===== config.mk =====
export PLATFORM = sky130hd
export DESIGN_NAME = usb_rx_nrzi_destuff
export DESIGN_NICKNAME = d
export VERILOG_FILES = /design/src/rtl/usb_rx_nrzi_destuff.sv
export SDC_FILE = /design/constraint.sdc
export NUM_CORES = 1
export LEC_CHECK = 0
export BUFFER_PORTS_ARGS = -buffer_cell sky130_fd_sc_hd__buf_2
export CORE_UTILIZATION = 50
export DETAILED_ROUTE_END_ITERATION = 16
export PLACE_DENSITY = 0.85
export REMOVE_ABC_BUFFERS = 1
export SLEW_MARGIN = 0
export SYNTH_ARGS = -nofsm -noshare
export SYNTH_HDL_FRONTEND = slang
export SYNTH_SLANG_ARGS = --single-unit

===== constraint.sdc =====
create_clock -name clk -period 1.3 [get_ports clk]
set_input_delay 0.065 -clock clk [delete_from_list [all_inputs] [get_ports clk]]
set_output_delay 0.065 -clock clk [all_outputs]
set_load 0.02 [all_outputs]

===== src/rtl/usb_rx_nrzi_destuff.sv =====
// USB receive front end: NRZI decode, bit-unstuffing, SE0/EOP qualification and line-error detection.
// Optional saturating error counter on port err_count when USB_RX_ERR_COUNT_EN is defined.
module usb_rx_nrzi_destuff #(
  parameter int unsigned STUFF_LEN   = 6,
  parameter int unsigned EOP_SE0_MIN = 2,
  parameter bit          IDLE_DP     = 1'b1
) (
  input  logic       clk,
  input  logic       rst,
  input  logic       d_plus,
  input  logic       d_minus,
  input  logic       shift_enable,
  output logic       bit_out,
  output logic       bit_valid,
  output logic       eop,
  output logic       rx_err,
  output logic       idle
`ifdef USB_RX_ERR_COUNT_EN
  ,
  output logic [7:0] err_count
`endif
);

  localparam int unsigned OC_W = $clog2(STUFF_LEN + 1);
  localparam int unsigned SC_W = $clog2(EOP_SE0_MIN + 1);

  typedef enum logic [1:0] {
    S_IDLE   = 2'd0,
    S_ACTIVE = 2'd1,
    S_SE0    = 2'd2
  } state_e;

  state_e          state_q, state_d;
  logic            prev_dp_q, prev_dp_d;
  logic [OC_W-1:0] ones_cnt_q, ones_cnt_d;
  logic [SC_W-1:0] se0_cnt_q, se0_cnt_d;
  logic            bit_out_q, bit_out_d;
  logic            bit_valid_q, bit_valid_d;
  logic            eop_q, eop_d;
  logic            rx_err_q, rx_err_d;
  logic            idle_q, idle_d;

  logic line_j_s, line_k_s, line_se0_s, line_se1_s, decoded_s;

  assign line_j_s   = (d_plus == IDLE_DP) && (d_minus == ~IDLE_DP);
  assign line_k_s   = (d_plus == ~IDLE_DP) && (d_minus == IDLE_DP);
  assign line_se0_s = (d_plus == 1'b0) && (d_minus == 1'b0);
  assign line_se1_s = (d_plus == 1'b1) && (d_minus == 1'b1);
  assign decoded_s  = (d_plus == prev_dp_q);

  always_ff @(posedge clk) begin
    if (rst) begin
      state_q     <= S_IDLE;
      prev_dp_q   <= IDLE_DP;
      ones_cnt_q  <= {OC_W{1'b0}};
      se0_cnt_q   <= {SC_W{1'b0}};
      bit_out_q   <= 1'b0;
      bit_valid_q <= 1'b0;
      eop_q       <= 1'b0;
      rx_err_q    <= 1'b0;
      idle_q      <= 1'b1;
    end else begin
      state_q     <= state_d;
      prev_dp_q   <= prev_dp_d;
      ones_cnt_q  <= ones_cnt_d;
      se0_cnt_q   <= se0_cnt_d;
      bit_out_q   <= bit_out_d;
      bit_valid_q <= bit_valid_d;
      eop_q       <= eop_d;
      rx_err_q    <= rx_err_d;
      idle_q      <= idle_d;
    end
  end

  always_comb begin
    state_d = state_q;
    if (shift_enable) begin
      case (state_q)
        S_IDLE: begin
          if (line_k_s) state_d = S_ACTIVE;
          else          state_d = S_IDLE;
        end
        S_ACTIVE: begin
          if (line_se0_s)      state_d = S_SE0;
          else if (line_se1_s) state_d = S_IDLE;
          else                 state_d = S_ACTIVE;
        end
        S_SE0: begin
          if (line_se0_s) state_d = S_SE0;
          else            state_d = S_IDLE;
        end
        default: state_d = S_IDLE;
      endcase
    end else begin
      state_d = state_q;
    end
  end

  // Pulse outputs and datapath registers; any exit to IDLE restores the idle line context.
  always_comb begin
    bit_out_d   = 1'b0;
    bit_valid_d = 1'b0;
    eop_d       = 1'b0;
    rx_err_d    = 1'b0;
    prev_dp_d   = prev_dp_q;
    ones_cnt_d  = ones_cnt_q;
    se0_cnt_d   = se0_cnt_q;
    if (shift_enable) begin
      case (state_q)
        S_IDLE: begin
          if (line_k_s) begin
            bit_valid_d = 1'b1;
            prev_dp_d   = d_plus;
            ones_cnt_d  = {OC_W{1'b0}};
          end else if (line_se1_s) begin
            rx_err_d = 1'b1;
          end else begin
            rx_err_d = 1'b0;
          end
        end
        S_ACTIVE: begin
          if (line_j_s || line_k_s) begin
            prev_dp_d = d_plus;
            if (ones_cnt_q == OC_W'(STUFF_LEN)) begin
              ones_cnt_d = {OC_W{1'b0}};
              rx_err_d   = decoded_s;
            end else begin
              bit_valid_d = 1'b1;
              bit_out_d   = decoded_s;
              ones_cnt_d  = decoded_s ? (ones_cnt_q + OC_W'(1)) : {OC_W{1'b0}};
            end
          end else if (line_se0_s) begin
            se0_cnt_d = SC_W'(1);
          end else begin
            rx_err_d   = 1'b1;
            prev_dp_d  = IDLE_DP;
            ones_cnt_d = {OC_W{1'b0}};
            se0_cnt_d  = {SC_W{1'b0}};
          end
        end
        S_SE0: begin
          if (line_se0_s) begin
            if (se0_cnt_q < SC_W'(EOP_SE0_MIN)) se0_cnt_d = se0_cnt_q + SC_W'(1);
            else                                 se0_cnt_d = se0_cnt_q;
          end else begin
            if (line_j_s && (se0_cnt_q >= SC_W'(EOP_SE0_MIN))) eop_d = 1'b1;
            else                                                rx_err_d = 1'b1;
            prev_dp_d  = IDLE_DP;
            ones_cnt_d = {OC_W{1'b0}};
            se0_cnt_d  = {SC_W{1'b0}};
          end
        end
        default: begin
          prev_dp_d  = IDLE_DP;
          ones_cnt_d = {OC_W{1'b0}};
          se0_cnt_d  = {SC_W{1'b0}};
        end
      endcase
    end else begin
      bit_valid_d = 1'b0;
    end
  end

  always_comb begin
    idle_d = (state_d == S_IDLE);
  end

  assign bit_out   = bit_out_q;
  assign bit_valid = bit_valid_q;
  assign eop       = eop_q;
  assign rx_err    = rx_err_q;
  assign idle      = idle_q;

`ifdef USB_RX_ERR_COUNT_EN
  logic [7:0] err_cnt_q, err_cnt_d;

  always_comb begin
    if (rx_err_d && (err_cnt_q != 8'hFF)) err_cnt_d = err_cnt_q + 8'd1;
    else                                  err_cnt_d = err_cnt_q;
  end

  always_ff @(posedge clk) begin
    if (rst) err_cnt_q <= 8'd0;
    else     err_cnt_q <= err_cnt_d;
  end

  assign err_count = err_cnt_q;
`endif

endmodule


# Word level (Yosys, flattened, before mapping)
# Index checks and enable logic that the tools add are counted.
# word_totals
input_bits	5
register_bits	13
# classes
n_addsub	2
bitwise	7
n_eq_ne	7
order_cmp	2
reduce_logical	13
muxes	34
# ops
cell	count
1-bit 2-to-1 mux	17
3-bit 2-to-1 mux	5
2-bit 2-to-1 mux	6
2-bit case mux with 3 select lines	2
3-bit case mux with 3 select lines	1
1-bit NOT	7
1-bit case mux with 3 select lines	2
1-bit logical AND	5
5-bit OR reduction	1
2-bit logical NOT	2
2-bit inequality test (second input constant)	2
4-bit AND reduction	1
4-bit OR reduction	1
3-bit by 1-bit adder with 3-bit output (second input constant)	1
3-bit equality test (second input constant)	1
3-bit inequality test (second input constant)	1
2-bit by 1-bit adder with 2-bit output (second input constant)	1
2-bit by 1-bit equality test with 1-bit output (second input constant)	1
2-bit equality test (second input constant)	1
2-bit greater-or-equal comparator (second input constant)	1
2-bit < comparator (second input constant)	1
1-bit case mux with 2 select lines	1
2-bit AND reduction	1
2-bit OR reduction	1
2 further kinds	2

# Logic depth before layout (Yosys ltp)
# Gate-level depths: netlist (run 1).
# depth
word_depth	6
ltp_mapped	7

# Worst setup path after synthesis (run 1)
# OpenSTA, ideal clock, no wires.
# synth_path
path_type	flip-flop to flip-flop
start	reg state_q[1]
end	reg prev_dp_q
t_required_ns	1.171
t_arrival_ns	1.311
synth_period_minus_slack_ns	1.440
path_buffers	0
stages_incl_launch_ff	7
setup_ns	0.129
path_slack_ns	-0.140
cell_sequence	dfxtp_1 -> inv_1 -> ha_1 -> a21oi_1 -> nor2_1 -> a2111oi_0 -> nor2_1
# synth_between
elab_chain_cells	3
elab_cells_between_ends	6
# synth_rtl
element	line	rtl
from (decl)	33	state_e state_q, state_d;
from (signal assigned)	63	state_q <= state_d;
2-bit logical NOT	109	case (state_q)
2-bit inequality test (no source line)	--	
2-bit AND reduction (no source line)	--	
to (signal assigned)	64	prev_dp_q <= prev_dp_d;
to (decl)	34	logic prev_dp_q, prev_dp_d;
# Parallel ways exist; a longest one is shown, timed or not.
# A chain may end at the register's enable or synchronous reset.

# Worst setup path after layout (run 1)
# layout_path
start	reg state_q[1]
end	reg ones_cnt_q[1]
# layout_between
elab_chain_cells	3
elab_cells_between_ends	6
# layout_rtl
element	line	rtl
2-bit logical NOT	109	
2-bit inequality test (no source line)	--	
2-bit AND reduction (no source line)	--	
to (signal assigned)	55	ones_cnt_q <= {OC_W{1'b0}};
to (signal assigned)	65	ones_cnt_q <= ones_cnt_d;
to (decl)	35	logic [OC_W-1:0] ones_cnt_q, ones_cnt_d;
# Parallel ways exist; a longest one is shown, timed or not.

==> results of run 1 <==
-- final cells by class --
cell class / count / area [µm²] / area share
clock buffers: 4 / 26.3 / 0.0210
inverters: 9 / 38.8 / 0.0311
flip-flops and latches: 13 / 267 / 0.213
well taps: 16 / 20.0 / 0.0160
multi-input cells: 70 / 642 / 0.514
repair buffers: 34 / 255 / 0.204
-- cells by family after synthesis --
group / count (synthesis) / share of synthesized area
adders and majority gates: 11 / 0.165
muxes: 1 / 0.0135
xor gates and xnor gates: 1 / 0.0195
and+or+nand+nor: 30 / 0.203
DFF: 13 / 0.312
AOI/OAI and AO/OA: 27 / 0.231
buffers and inverters: 12 / 0.0556
-- what timing repair did --
action	in CTS	in global routing
pin swaps	9	9
cloned	0	0
setup buffers	5	4
resized for setup	28	11
endpoints found under the setup margin	10	10
-- placed cells by master, fill, tap and decap left out, types with 3 or more instances in the layout --
cell type / instances
buf_4: 19
dfxtp_1: 10
buf_2: 9
nand2_1: 7
ha_1: 6
buf_6: 6
inv_1: 5
a21oi_1: 5
nor3_1: 4
a21oi_2: 4
nor2b_1: 4
ha_4: 4
nand3_1: 3
clkbuf_4: 3
-- critical path, cell delays in order, from the launching register on --
cell and delay [ns]:
dfxtp_2 0.35, inv_4 0.08, ha_4 0.20, nand2_4 0.08, nor3b_4 0.27, buf_6 0.15, nand4b_1 0.10, a21oi_1 0.16
-- power breakdown --
group	switching, mW	total, mW	internal [mW]
Sequential	0.00683	0.412	0.405
Clock	0.152	0.271	0.119
Combinational	0.108	0.199	0.0908
Total	0.267	0.882	0.615
-- layer usage --
metal	up-vias	GRT usage	share of wire
met5	-	0	0
met1	455	0.343	0.37
li1	408	-	-
met3	20	0.0638	0.087
met2	84	0.512	0.50
met4	0	0.206	0.048
-- how the worst max path moves through the flow --
| stage | start | end | cells past startpoint |
|---|---|---|---|
| 2_1_floorplan | state_q[1]$_SDFF_PP0_ | prev_dp_q$_SDFFE_PP1P_ | 6 |
| 3_3_place_gp | state_q[0]$_SDFF_PP0_ | se0_cnt_q[1]$_SDFFE_PP0P_ | 6 |
| 3_5_place_dp | state_q[1]$_SDFF_PP0_ | prev_dp_q$_SDFFE_PP1P_ | 6 |
| 4_1_cts | state_q[1]$_SDFF_PP0_ | se0_cnt_q[1]$_SDFFE_PP0P_ | 6 |
| 5_1_grt | state_q[1]$_SDFF_PP0_ | ones_cnt_q[1]$_SDFFE_PP0P_ | 7 |
| 6_report | state_q[1]$_SDFF_PP0_ | ones_cnt_q[1]$_SDFFE_PP0P_ | 7 |
-- metrics by stage --
step	instances	power, mW	hold WS, ns	worst slack, ns	TNS (ns)
4_1_cts	142	0.850	0.0855	-0.0745	-0.387
3_5_place_dp	133	0.556	0.388	-0.229	-1.24
3_3_place_gp	133	0.552	0.382	-0.144	-0.798
5_1_grt	146	0.919	0.0917	-0.215	-1.53
2_1_floorplan	92	0.494	0.131	-0.140	-0.339
6_report	146	0.882	0.103	-0.169	-1.11
==> flow_metrics.py, run 1 <==
metrics = {
    "setup_path": {
        "required_ns": 1.52,
        "critPathMaxFanout": 5,
        "worst_r2r_startpoint": "state_q[1]$_SDFF_PP0_",
        "r2r_end": "ones_cnt_q[1]$_SDFFE_PP0P_",
        "crit_path_start_kind": "register",
        "path_class": "reg -> reg",
        "cp_data_arrival_time_ns": 1.69,
        "end_kind": "register",
        "r2r_setup_slack_ns": -0.17,
        "r2r_cells": 7,
    },
    "clocking": {
        "cts_max_path_buffers": 2,
        "clk_latency_ns": 0.29,
        "cts_tree": "done",
        "htreeDepth": 1,
        "cts_buffers": 3,
        "cts.sinks": 13,
        "clkSlewWorstSetupHoldPaths_ns": 0.09,
        "ctsHoldBuffers": 0,
        "ctsRootBufferMaster": "clkbuf_4",
    },
    "synth": {
        "ys_types": 35,
        "netlist_instances": 95,
        "syn-cell-area_um2": 833,
        "synth_top_area_frac": 0.312,
        "synthFlopType": "dfxtp_1",
        "syn_area_per_cell_um2": 8.77,
        "yosysMostFrequentCell": "dfxtp_1",
        "ys_seq_area_frac": 0.312,
        "synth_warnings": 0,
        "yosys-top-cells-count": "dfxtp_1 (13), ha_1 (11), a21oi_1 (9)",
        "synthTopCellsByArea": "dfxtp_1 (31%), ha_1 (17%), a21oi_1 (5.4%)",
        "synthArstFlopShare": 0,
        "synth-seq-cells": 13,
        "yosysTopAreaCell": "dfxtp_1",
        "synth_edf_count": 0,
    },
    "grt": {
        "grt_pass1_vias": 868,
        "grt_use_total": 0.306,
        "antenna_found_initial": 0,
        "grt-ovfl-total": 0,
        "grt_max_degree": 12,
        "grt_pass1_wl_mm": 4.13,
    },
    "die": {
        "die-height_um": 42.8,
        "dieArea_mm2": 0.00183,
        "start_util": 0.547,
        "ioPinCount": 10,
        "core_region_area_mm2": 0.00152,
        "die_w_um": 42.8,
        "rows": 14,
    },
    "detailed_routing": {
        "wl_mm": 2.74,
        "firstDrtPassIters": 4,
        "num_vias": 967,
        "wl_per_cell_um": 18.8,
        "drc": 0,
        "viasPerCell": 6.62,
        "ant_nets": 0,
        "drt_iter0_markers": 46,
    },
    "sta": {
        "drv_slew": 0,
        "min_period_ns": 1.47,
        "relSlewSlack": 0.797,
        "skew_ns": 0.0110,
        "period_share": 1.13,
        "hold_violations": 0,
        "setup_viol": 10,
        "timing.fmax_mhz": 681,
        "rsz0062_at_grt": "yes",
        "fin_ws_ns": -0.169,
        "worstMarginPinSlew_ns": 0.304,
    },
    "power": {
        "power_density_mw_per_mm2": 706,
        "ir_drop_uv": 635,
        "leakage_nw": 0.504,
    },
    "worst_hold_path": {
        "whs_path_depth": 2,
        "hold_end": "state_q[1]$_SDFF_PP0_",
        "hp-class": "in -> reg",
        "hold_start": "rst",
    },
    "run": {
        "cap_violations": 0,
    },
    "finish": {
        "final_nets": 147,
        "top_register": "ones_cnt_q",
        "largest_registers": "ones_cnt_q x3, se0_cnt_q x2, state_q x2",
        "num_antenna_cells": 0,
        "final_util": 0.819,
        "design_area_mm2": 0.00125,
        "area_delta_synth_final_pct": 49.9,
        "nFillCells": 85,
        "drive_gt1_frac": 0.523,
        "largest_register_ffs": 3,
    },
    "placed_design": {
        "placed_area_mm2": 0.00101,
        "dp_hpwl_mm": 1.43,
        "place_congestion": 0.831,
        "port-buffer-count": 9,
    },
    "run_status": {
        "violations": "negative setup slack",
        "outcome": "finished, violations left",
    },
}
Power figures use the tool's default switching activity.
==> run 2: changes to the inputs <==
CELL_PAD_IN_SITES_DETAIL_PLACEMENT = 1   (was default)
CELL_PAD_IN_SITES_GLOBAL_PLACEMENT = 1   (was default)
CORE_UTILIZATION = 38   (was 50)
==> run 2 against run 1 <==
  * The flow still finishes with violations (negative setup slack)
  * Fmax decreased by 1.7%
  * Setup slack worse by 0.026 ns
  * Critical endpoint is now ones_cnt_q[2]$_SDFFE_PP0P_
  * Routed wire length rose by 19%
  * Critical path type unchanged
==> flow_metrics.py, run 2 (synthesis results as in run 1) <==
metrics = {
    "finish": {
        "largest_register_ffs": 3,
        "stdcell_count": 158,
        "final_nets": 148,
        "largest_registers": "ones_cnt_q x3, se0_cnt_q x2, state_q x2",
        "layout_commonest_cell": "buf_4",
        "nFillCells": 238,
        "design_area_mm2": 0.00129,
        "area_delta_synth_final_pct": 54.5,
        "num_antenna_cells": 0,
        "drive_gt1_frac": 0.550,
        "layout_common_cells": "buf_4 (24), dfxtp_1 (10), buf_2 (9)",
        "top_register": "ones_cnt_q",
    },
    "die": {
        "ioPinCount": 10,
        "die_w_um": 48.8,
        "die-height_um": 48.8,
        "start_util": 0.416,
        "dieArea_mm2": 0.00238,
        "core_region_area_mm2": 0.00200,
        "rows": 16,
    },
    "power": {
        "switching_power_uw": 267,
        "p_seq_frac": 0.466,
        "leakage_nw": 0.513,
        "p_clk_frac": 0.297,
        "ir_drop_uv": 385,
        "p_comb_frac": 0.236,
        "power.internal_uw": 619,
        "p_sw_frac": 0.301,
        "power_density_mw_per_mm2": 688,
    },
    "detailed_routing": {
        "firstDrtPassIters": 4,
        "wl_per_cell_um": 20.5,
        "num_vias": 921,
        "drt_iter0_markers": 20,
        "ant_nets": 0,
        "viasPerCell": 5.83,
        "wl_mm": 3.25,
        "drc": 0,
    },
    "setup_path": {
        "critPathMaxFanout": 3,
        "path_class": "reg -> reg",
        "cpMaxStageDelayCell": "dfxtp_1",
        "required_ns": 1.50,
        "crit_path_frequent_cell": "a221oi_2",
        "max_stage_delay_ns": 0.35,
        "path_cells": "inv_1, ha_1, nand2_1, nor3b_4, buf_6, a221oi_2, a221oi_2",
        "crit_path_start_kind": "register",
        "end_kind": "register",
        "cp_data_arrival_time_ns": 1.69,
    },
    "run": {
        "cap_violations": 0,
    },
    "grt": {
        "grt_use_total": 0.274,
        "grt_max_degree": 12,
        "grt-ovfl-total": 0,
        "antenna_found_initial": 0,
        "grt_pass1_wl_mm": 4.71,
        "grt_pass1_vias": 931,
    },
    "sta": {
        "rsz0062_at_grt": "yes",
        "min_period_ns": 1.50,
        "worstMarginPinSlew_ns": 0.337,
        "hold_violations": 0,
        "period_share": 1.15,
        "setup_viol": 10,
        "relSlewSlack": 0.775,
        "timing.fmax_mhz": 669,
        "drv_slew": 0,
        "fin_ws_ns": -0.195,
        "skew_ns": 0.000794,
    },
    "run_status": {
        "outcome": "finished, violations left",
        "violations": "negative setup slack",
    },
    "placed_design": {
        "dp_hpwl_mm": 1.91,
        "place_ws_ns": -0.338,
        "dp.cells": 146,
        "placed_area_mm2": 0.00103,
        "port-buffer-count": 9,
        "place_congestion": 0.819,
    },
    "clocking": {
        "clkSlewWorstSetupHoldPaths_ns": 0.08,
        "ctsHoldBuffers": 0,
        "clk_latency_ns": 0.28,
        "cts.sinks": 13,
        "cts_buffers": 3,
        "ctsRootBufferMaster": "clkbuf_4",
        "cts_tree": "done",
        "htreeDepth": 1,
        "cts_max_path_buffers": 2,
    },
    "worst_hold_path": {
        "hp-class": "in -> reg",
    },
}
==> run 2: layer usage <==
metal  global-route usage  share of wire
met1                0.305           0.38
met2                0.502           0.53
met3               0.0249          0.039
met5                    0              0
met4                0.157          0.047
==> run 2: timing repair <==
item | 4_1_cts | 5_1_grt
setup buffers | 4 | 4
hold endpoints to repair | 0 | 0
setup endpoints to repair | 10 | 10
gates resized for setup | 30 | 14
pin swaps | 11 | 7
==> run 2: critical path, delay by kind of cell (launching register included) <==
kind	cells	cell delay, ns
AOI/OAI and AO/OA	2	0.29
and+or+nand+nor	2	0.36
adders and majority gates	1	0.22
buffers and inverters	2	0.19
DFF	1	0.35
==> run 2: final cells by class <==
cell class | instances | area (µm²) | share of cell area
clock buffer | 4 | 26.3 | 0.0204
inverter | 9 | 43.8 | 0.0340
multi-input combinational | 70 | 669 | 0.520
sequential | 13 | 267 | 0.207
tap | 27 | 33.8 | 0.0262
timing repair buffer | 35 | 248 | 0.192
==> run 2: worst paths after layout <==
kind	start	to	slack [ns]	cells past startpoint
max	ones_cnt_q[0]$_SDFFE_PP0P_	ones_cnt_q[2]$_SDFFE_PP0P_	-0.20	7
max reg2reg	ones_cnt_q[0]$_SDFFE_PP0P_	ones_cnt_q[2]$_SDFFE_PP0P_	-0.20	7
min	rst	ones_cnt_q[1]$_SDFFE_PP0P_	0.11	2
min reg2reg	ones_cnt_q[1]$_SDFFE_PP0P_	ones_cnt_q[1]$_SDFFE_PP0P_	0.55	2
==> run 2: power groups by stage <==
stage / logic, mW / clock network [mW] / registers [mW]
after floorplan: 0.0685 / 0 / 0.425
after global placement: 0.135 / 0 / 0.420
after detailed placement: 0.142 / 0 / 0.421
after CTS: 0.177 / 0.266 / 0.411
after global routing: 0.220 / 0.280 / 0.414
final: 0.209 / 0.263 / 0.413
==> run 2: stage by stage <==
| step | TNS (ns) | total power [mW] | hold slack (ns) | utilization |
|---|---|---|---|---|
| after floorplan | -0.339 | 0.494 | 0.131 | - |
| after global placement | -0.941 | 0.555 | 0.388 | 0.517 |
| after detailed placement | -1.78 | 0.563 | 0.399 | 0.517 |
| after CTS | -0.432 | 0.855 | 0.106 | 0.601 |
| after global routing | -1.64 | 0.914 | 0.115 | 0.643 |
| final | -1.09 | 0.886 | 0.109 | 0.643 |
==> run 3: changes to the inputs <==
CELL_PAD_IN_SITES_DETAIL_PLACEMENT = 0   (was 1)
CELL_PAD_IN_SITES_GLOBAL_PLACEMENT = 2   (was 1)
CORE_UTILIZATION = 34   (was 38)
PLACE_DENSITY = 0.88   (was 0.85)
clock period = 1.4 ns   (was 1.3 ns; I/O delays follow)
==> run 3 against run 2 <==
  * Sequential power down 7.5%
  * The run still ends with negative setup slack left
  * Hold slack lost 0.022 ns
  * Largest power group unchanged
  * Setup slack gained 0.19 ns
  * Critical path depth shrank 1
  * Clock skew is 0.0076 ns higher
  * Power decreased by 9.9%
  * Die area grew 11%
==> flow_metrics.py, run 3 (synthesis results as in run 1) <==
metrics = {
    "run_status": {
        "outcome": "finished, violations left",
        "violations": "negative setup slack",
    },
    "sta": {
        "hold_violations": 0,
        "timing.fmax_mhz": 714,
        "relSlewSlack": 0.804,
        "drv_slew": 0,
        "rsz0062_at_grt": "yes",
        "min_period_ns": 1.40,
        "fin_ws_ns": -0.000861,
        "setup_viol": 1,
        "hold_slack_ns": 0.0868,
        "skew_ns": 0.00837,
        "worstMarginPinSlew_ns": 0.294,
        "fin_tns_setup_ns": -0.000861,
        "period_share": 1.00,
    },
    "grt": {
        "grt_pass1_wl_mm": 3.24,
        "grt_pass1_vias": 753,
        "grt_max_degree": 12,
        "grt-ovfl-total": 0,
        "grt_use_total": 0.172,
        "antenna_found_initial": 0,
    },
    "die": {
        "dieArea_mm2": 0.00265,
        "die-height_um": 51.5,
        "die_w_um": 51.5,
        "start_util": 0.370,
        "core_region_area_mm2": 0.00225,
        "ioPinCount": 10,
        "rows": 17,
    },
    "detailed_routing": {
        "drc": 0,
        "ant_nets": 0,
        "wl_mm": 2.00,
        "wl_per_cell_um": 13.1,
        "num_vias": 801,
        "drt_iter0_markers": 5,
        "firstDrtPassIters": 4,
        "viasPerCell": 5.27,
    },
    "power": {
        "ir_drop_uv": 357,
        "finalPower_uw": 798,
        "power_density_mw_per_mm2": 674,
        "leakage_nw": 0.472,
    },
    "clocking": {
        "clk_latency_ns": 0.29,
        "cts_max_path_buffers": 2,
        "clkSlewWorstSetupHoldPaths_ns": 0.09,
        "htreeDepth": 1,
        "cts_tree": "done",
        "ctsRootBufferMaster": "clkbuf_4",
        "cts_buffers": 3,
        "cts.sinks": 13,
    },
    "finish": {
        "largest_register_ffs": 3,
        "largest_registers": "ones_cnt_q x3, se0_cnt_q x2, state_q x2",
        "layout_common_cells": "buf_4 (19), dfxtp_1 (11), buf_2 (9)",
        "final_util": 0.526,
        "stdcell_count": 152,
        "top_register": "ones_cnt_q",
        "drive_gt1_frac": 0.460,
        "layout_commonest_cell": "buf_4",
        "nFillCells": 217,
        "num_antenna_cells": 0,
        "final_nets": 141,
        "area_delta_synth_final_pct": 42.2,
    },
    "setup_path": {
        "path_class": "reg -> reg",
        "r2r_cells": 6,
        "worst_r2r_startpoint": "state_q[1]$_SDFF_PP0_",
        "required_ns": 1.58,
        "r2r_setup_slack_ns": -0.0009,
        "crit_path_end": "prev_dp_q$_SDFFE_PP1P_",
        "cp_data_arrival_time_ns": 1.58,
        "crit_path_start_kind": "register",
        "r2r_end": "prev_dp_q$_SDFFE_PP1P_",
        "end_kind": "register",
        "critPathMaxFanout": 5,
        "crit_start": "state_q[1]$_SDFF_PP0_",
    },
    "placed_design": {
        "port-buffer-count": 9,
        "place_congestion": 0.850,
        "dp_hpwl_mm": 1.37,
        "dp.cells": 144,
    },
    "worst_hold_path": {
        "hp-class": "in -> reg",
    },
    "run": {
        "cap_violations": 0,
    },
}
[run 3: cell types whose count changed in the layout (fill, tap and decap cells not counted), moves of 2 or more]
cell	change
a21oi_1	+3
nand2_1	+2
buf_6	-2
buf_4	-5
inv_2	+2
a21oi_2	-2
[run 3: worst min-delay path by stage]
stage	from	to	slack, ns	cells after the start
2_1_floorplan	rst	ones_cnt_q[2]$_SDFFE_PP0P_	0.14	1
3_3_place_gp	rst	ones_cnt_q[2]$_SDFFE_PP0P_	0.39	2
3_5_place_dp	rst	ones_cnt_q[2]$_SDFFE_PP0P_	0.39	2
4_1_cts	rst	ones_cnt_q[2]$_SDFFE_PP0P_	0.09	2
5_1_grt	rst	ones_cnt_q[2]$_SDFFE_PP0P_	0.11	2
6_report	rst	state_q[0]$_SDFF_PP0_	0.09	2
[run 3: routing by layer]
metal	vias to the layer above	track usage	routed length [µm]
li1	399	-	-
met1	380	0.203	920
met2	17	0.275	963
met3	5	0.0263	49
met4	0	0.140	63
met5	-	0	0
[run 3: area by class of cell]
class / instances / area [µm²] / share of cell area
Clock buffer: 4 / 26.3 / 0.0222
Inverter: 9 / 36.3 / 0.0306
Multi-Input combinational cell: 70 / 634 / 0.535
Sequential cell: 13 / 265 / 0.224
Tap cell: 28 / 35.0 / 0.0296
Timing Repair Buffer: 28 / 188 / 0.158
[run 3: worst max-delay path, cell delays in order, from the launching register on]
cell and delay, ns:
dfxtp_2 0.36, inv_4 0.05, ha_4 0.19, nand2b_4 0.11
o2111ai_4 0.12, a2111oi_2 0.38, nor2_1 0.07
[run 3: report_power, final]
group,switching [mW],internal (mW)
Clock,0.142,0.111
Combinational,0.0872,0.0757
Sequential,0.00589,0.376
Total,0.236,0.563
[run 3: through the flow]
stage,cell area (µm²),setup slack (ns)
2_1_floorplan,821,-0.0403
3_3_place_gp,1010,-0.141
3_5_place_dp,1010,-0.114
4_1_cts,1070,-0.0233
5_1_grt,1180,-0.0642
6_report,1180,-0.000861
[run 3: timing repair]
action | CTS | global route
hold buffers | 0 | 0
setup buffers | 1 | 3
gates resized for setup | 7 | 21
endpoints found under the setup margin | 7 | 10
pin swaps | 3 | 10
